`config.mk`:
```
export PLATFORM = sky130hd
export DESIGN_NAME = uop_queue
export DESIGN_NICKNAME = d
export VERILOG_FILES = /design/src/rtl/uop_queue_pkg.sv /design/src/rtl/uop_queue_mem.sv /design/src/rtl/uop_queue.sv
export SDC_FILE = /design/constraint.sdc
export NUM_CORES = 1
export LEC_CHECK = 0
export ABC_AREA = 0
export ABC_CLOCK_PERIOD_IN_PS = 6000
export CAP_MARGIN = 20
export CORE_MARGIN = 2
export CORE_UTILIZATION = 35
export DETAILED_ROUTE_END_ITERATION = 10
export PLACE_DENSITY = 0.5
export SYNTH_ARGS = -nofsm -noshare
export SYNTH_HDL_FRONTEND = slang
export SYNTH_SLANG_ARGS = --single-unit
```
`constraint.sdc`:
```
create_clock -name CLK -period 6 [get_ports CLK]
set_input_delay 0.9 -clock CLK [delete_from_list [all_inputs] [get_ports CLK]]
set_output_delay 0.9 -clock CLK [all_outputs]
set_load 0.005 [all_outputs]
```
`src/rtl/uop_queue_pkg.sv`:
```
// Shared micro-op definitions for the translator-to-RF micro-op queue.
// Field positions describe the 39-bit micro-op word.
package uop_queue_pkg;

    localparam int UOP_W = 39;

    localparam int PCCTL_HI  = 38;
    localparam int PCCTL_LO  = 36;
    localparam int FMASK_HI  = 35;
    localparam int FMASK_LO  = 28;
    localparam int EOI_BIT   = 27;
    localparam int OPCODE_HI = 26;
    localparam int OPCODE_LO = 21;

    localparam logic [5:0] OP_NOP = 6'd0;

    // All-zero word: NOP opcode, no PC control, EOI clear.
    localparam logic [UOP_W-1:0] UOP_NOP = '0;

    typedef struct packed {
        logic [2:0]  pc_ctl;
        logic [7:0]  fmask;
        logic        eoi;
        logic [5:0]  opcode;
        logic [20:0] rest;
    } uop_t;

    function automatic logic uop_is_eoi(input logic [UOP_W-1:0] u);
        return u[EOI_BIT];
    endfunction

endpackage

```
`src/rtl/uop_queue_mem.sv`:
```
// Micro-op storage: one synchronous write port, one asynchronous read port.
// Contents are not reset; the controller hides them while empty.
module uop_queue_mem #(
    parameter int DEPTH = 8,
    parameter int W     = 39,
    parameter int AW    = $clog2(DEPTH)
) (
    input  logic          CLK,
    input  logic          we,
    input  logic [AW-1:0] waddr,
    input  logic [W-1:0]  wdata,
    input  logic [AW-1:0] raddr,
    output logic [W-1:0]  rdata
);

    logic [W-1:0] mem [DEPTH];

    always_ff @(posedge CLK) begin
        if (we) begin
            mem[waddr] <= wdata;
        end
    end

    assign rdata = mem[raddr];

endmodule

```
`src/rtl/uop_queue.sv`:
```
// Circular micro-op queue between the translator and the RF stage.
// Flush and reset empty it; output is a NOP whenever it is empty.
module uop_queue
    import uop_queue_pkg::*;
#(
    parameter int DEPTH = 8,
    parameter int UOP_W = uop_queue_pkg::UOP_W,
    localparam int AW   = $clog2(DEPTH),
    localparam int CW   = $clog2(DEPTH) + 1
) (
    input  logic             CLK,
    input  logic             RST,
    input  logic [UOP_W-1:0] enq_uop,
    input  logic             enq_valid,
    output logic             enq_ready,
    input  logic             pipe_stall,
    input  logic             flush,
    output logic [UOP_W-1:0] Iword,
    output logic             uop_valid,
    output logic [CW-1:0]    count
);

    localparam logic [CW-1:0] FULL = CW'(DEPTH);

    logic [AW-1:0]    rd_ptr;
    logic [AW-1:0]    wr_ptr;
    logic [UOP_W-1:0] rdata;
    logic             do_enq;
    logic             do_deq;

    assign enq_ready = (count != FULL);
    assign uop_valid = (count != '0);
    assign do_enq    = enq_valid && enq_ready && !flush;
    assign do_deq    = uop_valid && !pipe_stall && !flush;

    // Pointer width equals log2(DEPTH), so the increment wraps by itself.
    always_ff @(posedge CLK or negedge RST) begin
        if (!RST) begin
            rd_ptr <= '0;
            wr_ptr <= '0;
            count  <= '0;
        end else if (flush) begin
            rd_ptr <= '0;
            wr_ptr <= '0;
            count  <= '0;
        end else begin
            if (do_enq) begin
                wr_ptr <= wr_ptr + 1'b1;
            end
            if (do_deq) begin
                rd_ptr <= rd_ptr + 1'b1;
            end
            unique case ({do_enq, do_deq})
                2'b10:   count <= count + 1'b1;
                2'b01:   count <= count - 1'b1;
                default: count <= count;
            endcase
        end
    end

    uop_queue_mem #(
        .DEPTH (DEPTH),
        .W     (UOP_W)
    ) u_mem (
        .CLK   (CLK),
        .we    (do_enq),
        .waddr (wr_ptr),
        .wdata (enq_uop),
        .raddr (rd_ptr),
        .rdata (rdata)
    );

    assign Iword = uop_valid ? rdata : UOP_W'(UOP_NOP);

endmodule
```
==> results of run 1 <==
==> final timing paths <==
path                                    end  slack, ps  cells past startpoint
setup reg to reg           u_mem.mem[6][19]       2870                      5
hold reg to reg                   wr_ptr[0]        630                      2
hold / removal                    wr_ptr[0]        630                      2
min in group asynchronous          count[0]        730                      1
max in group asynchronous         rd_ptr[0]       4870                      1
setup / recovery                  Iword[10]       1690                      5
==> Yosys cell counts (all sizes together) <==
cell and count:
edfxtp 312, mux4 78, nor2 57, mux2i 41, buf 15, clkbuf 15
dfrtp 10, nand2 7, ha 4, xor2 4, a21oi 3, nor3 3
xnor2 3, nand2b 2, nand3 2, nor3b 2, o21ai 2, a211oi 1
a31oi 1, inv 1, mux2 1, nand4b 1, nor2b 1, nor4 1
o31ai 1, or3 1, or4b 1
==> registers in the layout, summed over array words and instances (netlist names) <==
signal     count
count          4
u_mem.mem    312
wr_ptr         3
rd_ptr         3
==> metrics by stage <==
| step | util [%] | hold slack, ps | cells |
|---|---|---|---|
| floorplan | - | 545 | 570 |
| global placement | 39.6 | 579 | 1103 |
| detailed placement | 39.6 | 623 | 1104 |
| CTS | 42.9 | 639 | 1167 |
| global route | 42.9 | 664 | 1167 |
| finish | 42.9 | 627 | 1168 |
==> power groups by stage <==
stage | registers (mW) | logic [mW] | clock network [mW]
after global placement | 2.75 | 1.37 | 0
after floorplan | 2.63 | 0.806 | 0
after detailed placement | 2.75 | 1.37 | 0
final | 2.70 | 1.34 | 2.15
after CTS | 2.71 | 1.38 | 2.20
after global routing | 2.72 | 1.46 | 2.29
==> routing by layer <==
metal	wire length, um	share of wire, %	GRT usage [%]	up-vias
li1	-	-	-	2573
met1	12100	45	20.5	3041
met2	12900	48	24.0	116
met3	1340	5.0	2.96	32
met4	332	1.2	3.32	4
met5	25	0.093	0	-
==> kinds of logic after synthesis <==
family,Yosys count,share of synthesized area (%)
AO/OA/AOI/OAI,8,0.451
XOR/XNOR,7,0.491
adder cells (fa/ha/maj),4,0.401
buffers and inverters,31,1.15
flip-flops,322,77.1
multiplexers,120,17.5
AND/OR/NAND/NOR,78,2.99
==> tightest hold or removal path: cells and delay by family, from the launching register on <==
kind                      cells  cell delay [ps]
xor gates and xnor gates      1               90
DFF                           1              410
and+or+nand+nor               1               90
==> final cells by class <==
type	count	area, sq um	share of cell area (%)
Antenna cell	1	2.50	0.0165
Clock buffer	46	938	6.19
Clock inverter	17	219	1.44
Inverter	1	3.75	0.0248
Multi-Input combinational cell	217	2780	18.4
Sequential cell	322	9630	63.5
Tap cell	461	577	3.80
Timing Repair Buffer	103	1010	6.64
==> flow_summary.json, run 1 <==
{
  "yosysSeqAreaShare_pct": 77.1,
  "maxCapViolCount": 0,
  "drc_errors": 0,
  "drive_gt1_share_pct": 22.5,
  "vias_per_cell": 4.94,
  "finalSetupTns_ps": 0,
  "nets": 728,
  "clockPowerShare_pct": 34.7,
  "start_kind": "flop",
  "place_congestion": 0.694,
  "rsz0062_at_grt": "false",
  "clk_latency_ps": 510,
  "hp-class": "flop to flop",
  "grt_pass1_vias": 6328,
  "synth.top_cell.area_share_pct": 75.1,
  "cts_root_buf": "clkbuf_16",
  "hpwl_mm": 14.6,
  "cts.path.max_buffers": 3,
  "core_area_sq_um": 35300,
  "syn-num-nets": 618,
  "skew_ps": 18.9,
  "track_usage_pct": 14.7,
  "relSlewSlack_pct": 27.5,
  "ctsResizeCount": 0,
  "postRouteWirelength_mm": 26.7,
  "cp_data_arrival_time_ps": 3410,
  "critPathMaxFanout": 47,
  "seq_power_share_pct": 43.6,
  "cts_max_level": 2,
  "p_leak_nw": 4.65,
  "p_int_mw": 4.64,
  "hold_violations": 0,
  "synth_seq_cells": 322,
  "timing.final.ws_setup_ps": 1690,
  "p_sw_share_pct": 25.1,
  "post_cts_buffers": 0,
  "clkSinkCount": 322,
  "max_freq_mhz": 232,
  "die-area_sq_um": 37200,
  "mostFrequentLayoutCells": "edfxtp_1, clkdlybuf4s50_1, mux4_2",
  "worst_slew_pin_slew_ps": 1080,
  "die_h_um": 193,
  "wl_per_cell_um": 22.9,
  "layout.cells.most_common": "edfxtp_1",
  "cp.required_ps": 5100,
  "cts_buffers": 35,
  "cp.buffers_inverters": 2,
  "power.density_nw_per_um2": 408,
  "io_pins": 89,
  "netlist_instances": 570,
  "synth.avg_cell_area_sq_um": 21.9,
  "start_util_pct": 35.3,
  "period_minus_slack_ps": 4310,
  "setup_viol": 0,
  "grt-ovfl-total": 0,
  "dpl_cell_area_sq_um": 14000,
  "row_count": 69,
  "die_w_um": 193,
  "p_switching_mw": 1.55,
  "antenna_found_initial": 3,
  "synthTopCellsByArea": "edfxtp_1, mux4_2, mux2i_1",
  "crit_family": "flip-flops",
  "area_growth_pct": 21.5,
  "cts_tree": "yes",
  "worstSetupEndpointType": "output pin",
  "crit_path_max_incr_delay_ps": 1060,
  "path_clk_slew_ps": 60,
  "yosys_warnings": 0,
  "drt_iter0_drc": 400,
  "ir_worst_vdd_mv": 0.290,
  "crit_path_top_delay_cell": "dfrtp_4",
  "hold_buffers": 0,
  "reg2reg_from": "count[0]",
  "synth_top_area_cell": "edfxtp_1",
  "worstHoldStart": "wr_ptr[0]",
  "crit_chain": "buf_4, mux4_2, mux2i_1, nor2_1, clkdlybuf4s50_1",
  "io_buffers": 88,
  "drv_slew": 0,
  "syn-cell-area_sq_um": 12500,
  "pre_cts_slack_ps": 2060,
  "fill_cells": 3043,
  "grt_max_degree": 61,
  "cp-startpoint": "rd_ptr[0]",
  "synth.distinct_cells": 32,
  "num_vias": 5766,
  "firstDrtPassIters": 4,
  "ant_nets": 0,
  "fin_area_sq_um": 15200,
  "pwr-share-comb_pct": 21.7,
  "timing.final.crit_share_pct": 71.8,
  "grt_pass1_wl_mm": 39.8,
  "total_power_mw": 6.19,
  "status": "finished, final reports clean",
  "path_class": "flop to output pin"
}
Note: power is estimated with default switching activity, not from simulation.
==> run 2: changes to the inputs <==
- ABC_CLOCK_PERIOD_IN_PS: 6000 -> 3960
- PLACE_DENSITY: 0.5 -> 0.52
- clock period: 6 -> 3.96 ns (I/O delays scaled with it)
==> run 2 against run 1 <==
Net effect:
- power rose by 50%
- combinational power rose by 63%
- first-iteration DRC count fell by 15%
- core utilization rose by 0.13 points
- sequential share of layout area fell by 0.20 points
- via count fell by 0.49%
- worst setup slack got worse by 1000 ps
- final area rose by 0.31%
==> flow_summary.json, run 2 (synthesis results as in run 1) <==
{
  "skew_ps": 12.1,
  "reg2reg_from": "count[1]",
  "nets": 732,
  "rsz0062_at_grt": "false",
  "relSlewSlack_pct": 40.4,
  "setup_viol": 0,
  "maxCapViolCount": 0,
  "firstDrtPassIters": 5,
  "path_class": "flop to output pin",
  "start_util_pct": 35.3,
  "timing.final.ws_setup_ps": 645,
  "drc_errors": 0,
  "reg2reg_setup_slack_ps": 1200,
  "die-area_sq_um": 37200,
  "io_buffers": 88,
  "cts.path.max_buffers": 3,
  "hold_buffers": 0,
  "mostFrequentLayoutCells": "edfxtp_1, clkdlybuf4s50_1, mux4_2",
  "grt_max_degree": 41,
  "grt_pass1_vias": 6330,
  "clk_latency_ps": 500,
  "die_h_um": 193,
  "worstSetupEndpointType": "output pin",
  "period_minus_slack_ps": 3320,
  "postRouteWirelength_mm": 25.3,
  "ctsResizeCount": 0,
  "worst_slew_pin_slew_ps": 895,
  "top_regs": "u_mem.mem: 312 flops, count: 4 flops",
  "core_area_sq_um": 35300,
  "clkSinkCount": 322,
  "largest_register_ff_count": 312,
  "status": "finished, final reports clean",
  "cts_buffers": 35,
  "cts_max_level": 2,
  "row_count": 69,
  "num_vias": 5738,
  "drive_gt1_share_pct": 23.7,
  "track_usage_pct": 14.0,
  "post_cts_buffers": 0,
  "area_growth_pct": 21.8,
  "hpwl_mm": 14.6,
  "p_leak_nw": 4.65,
  "path_clk_slew_ps": 60,
  "max_freq_mhz": 302,
  "drv_slew": 0,
  "regMostFlops": "u_mem.mem",
  "place_congestion": 0.707,
  "io_pins": 89,
  "timing.final.crit_share_pct": 83.7,
  "die_w_um": 193,
  "ir_worst_vdd_mv": 0.327,
  "cts_root_buf": "clkbuf_16",
  "grt-ovfl-total": 0,
  "antenna_found_initial": 1,
  "drt_iter0_drc": 339,
  "pre_cts_slack_ps": 800,
  "antenna_cells": 0,
  "grt_pass1_wl_mm": 38.3,
  "critPathMaxFanout": 28,
  "layout.cells.most_common": "edfxtp_1",
  "cp_data_arrival_time_ps": 2720,
  "vias_per_cell": 4.91,
  "cts_tree": "yes",
  "timing.rr.end": "u_mem.mem[2][36]",
  "power.density_nw_per_um2": 609,
  "finalSetupTns_ps": 0,
  "ant_nets": 0,
  "hold_violations": 0,
  "hp-class": "primary input to async pin",
  "wl_per_cell_um": 21.7,
  "cp.required_ps": 3370,
  "reg2regPathDepth": 5,
  "start_kind": "flop"
}
[run 2: worst max-delay path, cell delays in order, from the launching register on]
cell and delay (ps):
dfrtp_4 720, buf_4 360, mux4_2 330, mux2i_1 250, nor2_1 70, clkdlybuf4s50_1 460
[run 2: power breakdown]
group / internal, mW / switching, mW / total (mW) / leakage (nW)
registers: 3.87 / 0.0980 / 3.97 / 2.95
logic: 1.20 / 0.997 / 2.19 / 1.16
clock network: 1.84 / 1.26 / 3.10 / 0.543
total: 6.90 / 2.36 / 9.26 / 4.65
[run 2: through the flow]
step | power, mW | hold slack, ps | area, sq um | cells | utilization, %
floorplan | 5.21 | 298 | 12500 | 570 | -
finish | 9.26 | 435 | 15200 | 1169 | 43.1
global route | 9.70 | 471 | 15200 | 1169 | 43.1
CTS | 9.43 | 436 | 15200 | 1169 | 43.1
global placement | 6.28 | 595 | 14100 | 1108 | 39.9
detailed placement | 6.30 | 603 | 14100 | 1108 | 39.9
[run 2: how the worst max path moves through the flow]
| stage | slack [ps] | from | end |
|---|---|---|---|
| 3_5_place_dp | 800 | flush | u_mem.mem[2][34] |
| 4_1_cts | 550 | rd_ptr[1] | Iword[4] |
| 5_1_grt | 490 | rd_ptr[1] | Iword[4] |
| 3_3_place_gp | 880 | flush | u_mem.mem[2][34] |
| 2_1_floorplan | 670 | count[0] | u_mem.mem[2][0] |
| 6_report | 640 | rd_ptr[1] | Iword[4] |
[run 2: cell type report]
class / instances / area (sq um)
repair buffers: 107 / 1100
fillers: 3003 / 20100
inverters: 1 / 3.75
clock buffers: 42 / 945
multi-input cells: 217 / 2800
flip-flops and latches: 322 / 9630
well taps: 461 / 577
clock inverters: 19 / 158
[run 2: layer usage]
layer | vias to the layer above | GRT usage [%] | wire length (um)
li1 | 2573 | - | -
met1 | 3013 | 18.7 | 11100
met2 | 118 | 23.7 | 12600
met3 | 34 | 2.51 | 1220
met4 | 0 | 3.58 | 446
met5 | - | 0 | 0
==> run 3: changes to the inputs <==
- ABC_CLOCK_PERIOD_IN_PS: 3960 -> 3100
- PLACE_DENSITY: 0.52 -> 0.5
- clock period: 3.96 -> 3.1 ns (I/O delays scaled with it)
==> run 3 against run 2 <==
Net effect:
- the run now ends with negative setup slack left
- worst setup slack worse by 650 ps
- sequential power up 28%
- via count up 1.2%
- clock power up 24%
- critical path type unchanged
- largest cell class unchanged
==> flow_summary.json, run 3 (synthesis results as in run 1) <==
{
  "reg2regPathDepth": 9,
  "io_buffers": 88,
  "cts_buffers": 31,
  "die_h_um": 193,
  "die_w_um": 193,
  "path_clk_slew_ps": 60,
  "cts_root_buf": "clkbuf_16",
  "pwr-share-comb_pct": 25.0,
  "clk_latency_ps": 550,
  "area_growth_pct": 24.4,
  "p_leak_nw": 5.13,
  "cp_data_arrival_time_ps": 2640,
  "timing.rr.end": "count[3]",
  "critPathMaxFanout": 13,
  "cts.path.max_buffers": 3,
  "dpl_cell_area_sq_um": 14300,
  "fin_area_sq_um": 15500,
  "multiInputGateArea_sq_um": 2830,
  "seq_power_share_pct": 42.8,
  "core_area_sq_um": 35300,
  "rsz0062_at_grt": "true",
  "mostFrequentLayoutCells": "edfxtp_1, mux4_2, clkdlybuf4s50_1",
  "wl_per_cell_um": 23.0,
  "power.density_nw_per_um2": 763,
  "ant_nets": 0,
  "drive_gt1_share_pct": 25.8,
  "grt-ovfl-total": 0,
  "cp.required_ps": 2630,
  "largest_register_ff_count": 312,
  "layout.cells.most_common": "edfxtp_1",
  "clockPowerShare_pct": 32.3,
  "worst_slew_pin_slew_ps": 564,
  "place_congestion": 0.763,
  "setup_viol": 1,
  "drt_iter0_drc": 393,
  "violations": "negative setup slack",
  "drc_errors": 0,
  "relSlewSlack_pct": 62.3,
  "drv_slew": 0,
  "cts_max_level": 1,
  "dp.cells": 1117,
  "ir_worst_vdd_mv": 0.517,
  "max_freq_mhz": 322,
  "hold_buffers": 0,
  "row_count": 69,
  "status": "finished, violations left",
  "timing.final.ws_setup_ps": -7.33,
  "num_vias": 5804,
  "maxCapViolCount": 0,
  "postRouteWirelength_mm": 27.1,
  "hp-class": "primary input to async pin",
  "fill_cells": 3001,
  "period_minus_slack_ps": 3110,
  "reg2reg_setup_slack_ps": 390,
  "antenna_found_initial": 1,
  "clkSinkCount": 322,
  "die-area_sq_um": 37200,
  "nets": 743,
  "p_int_mw": 8.86,
  "hpwl_mm": 15.4,
  "grt_pass1_vias": 6306,
  "top_regs": "u_mem.mem: 312 flops, count: 4 flops",
  "hold_violations": 0,
  "worstSetupEndpointType": "output pin",
  "vias_per_cell": 4.92,
  "io_pins": 89,
  "firstDrtPassIters": 5,
  "start_kind": "flop",
  "cp-startpoint": "rd_ptr[0]",
  "finalNonFillerCells": 1179,
  "reg2reg_from": "count[1]",
  "p_switching_mw": 2.99,
  "skew_ps": 7.44,
  "cts_tree": "yes",
  "path_class": "flop to output pin",
  "start_util_pct": 35.3,
  "grt_pass1_wl_mm": 39.8,
  "seq_area_sq_um": 9630,
  "p_sw_share_pct": 25.2,
  "track_usage_pct": 14.8,
  "antenna_cells": 0,
  "grt_max_degree": 32,
  "regMostFlops": "u_mem.mem",
  "timing.final.crit_share_pct": 100
}
run 3: changes by cell type in the layout (fill, tap and decap cells not counted), sizes merged:
cell | previous run | this run
clkdlybuf4s50 | 88 | 60
dlymetal6s2s | 0 | 22
buf | 19 | 32
clkbuf | 42 | 35
dlygate4sd2 | 0 | 6
bufinv | 2 | 6
clkinv | 14 | 16
clkinvlp | 2 | 0
bufbuf | 0 | 1
inv | 2 | 1
run 3: timing repair:
item                                    4_1_cts  5_1_grt
pin swaps                                     0        0
buffers inserted                              0        4
endpoints found under the setup margin        4       28
resized for setup                            13       26
endpoints found under the hold margin         0        0
gates cloned                                  1        1
run 3: worst max-delay path: stages (launching register included):
cell and delay, ps:
dfrtp_4 520, bufbuf_16 340, mux4_2 500, mux2i_1 170
nor2_1 90, clkdlybuf4s50_1 460
run 3: metrics by stage:
| step | utilization (%) | worst slack (ps) | power, mW | hold slack [ps] | setup TNS (ps) |
|---|---|---|---|---|---|
| 3_5_place_dp | 40.5 | 377 | 8.12 | 617 | 0 |
| 5_1_grt | 44.0 | -89.7 | 12.4 | 284 | -571 |
| 3_3_place_gp | 40.5 | 429 | 8.10 | 594 | 0 |
| 4_1_cts | 43.6 | -41.2 | 12.0 | 265 | -232 |
| 6_report | 44.0 | -7.33 | 11.9 | 281 | -7.33 |
| 2_1_floorplan | - | -195 | 6.66 | 169 | -25230 |
run 3: cell type report:
class / instances / area share [%]
Inverter: 1 / 0.0242
Tap cell: 461 / 3.71
Timing Repair Buffer: 122 / 9.33
Sequential cell: 322 / 62.0
Clock buffer: 34 / 5.07
Clock inverter: 22 / 1.64
Multi-Input combinational cell: 217 / 18.2
run 3: how the worst max path moves through the flow:
| stage | to | slack (ps) | cells after the start |
|---|---|---|---|
| final | Iword[2] | -7 | 5 |
| after CTS | Iword[29] | -40 | 5 |
| after detailed placement | count[3] | 380 | 9 |
| after global placement | count[3] | 430 | 9 |
| after global routing | Iword[35] | -90 | 5 |
| after floorplan | u_mem.mem[2][0] | -190 | 5 |
run 3: per-layer routing:
metal	track usage [%]	share of wire (%)	vias to the layer above
met3	2.42	5.8	30
met4	3.52	1.3	2
met1	20.4	44	3041
met2	24.6	49	133
li1	-	-	2598
met5	0	0.044	-
run 3: power by group through the flow:
stage	registers, mW	clock network [mW]	logic, mW
after CTS	5.07	3.93	3.02
after floorplan	5.09	0	1.56
after detailed placement	5.15	0	2.96
final	5.07	3.83	2.96
after global routing	5.09	4.10	3.23
after global placement	5.14	0	2.96
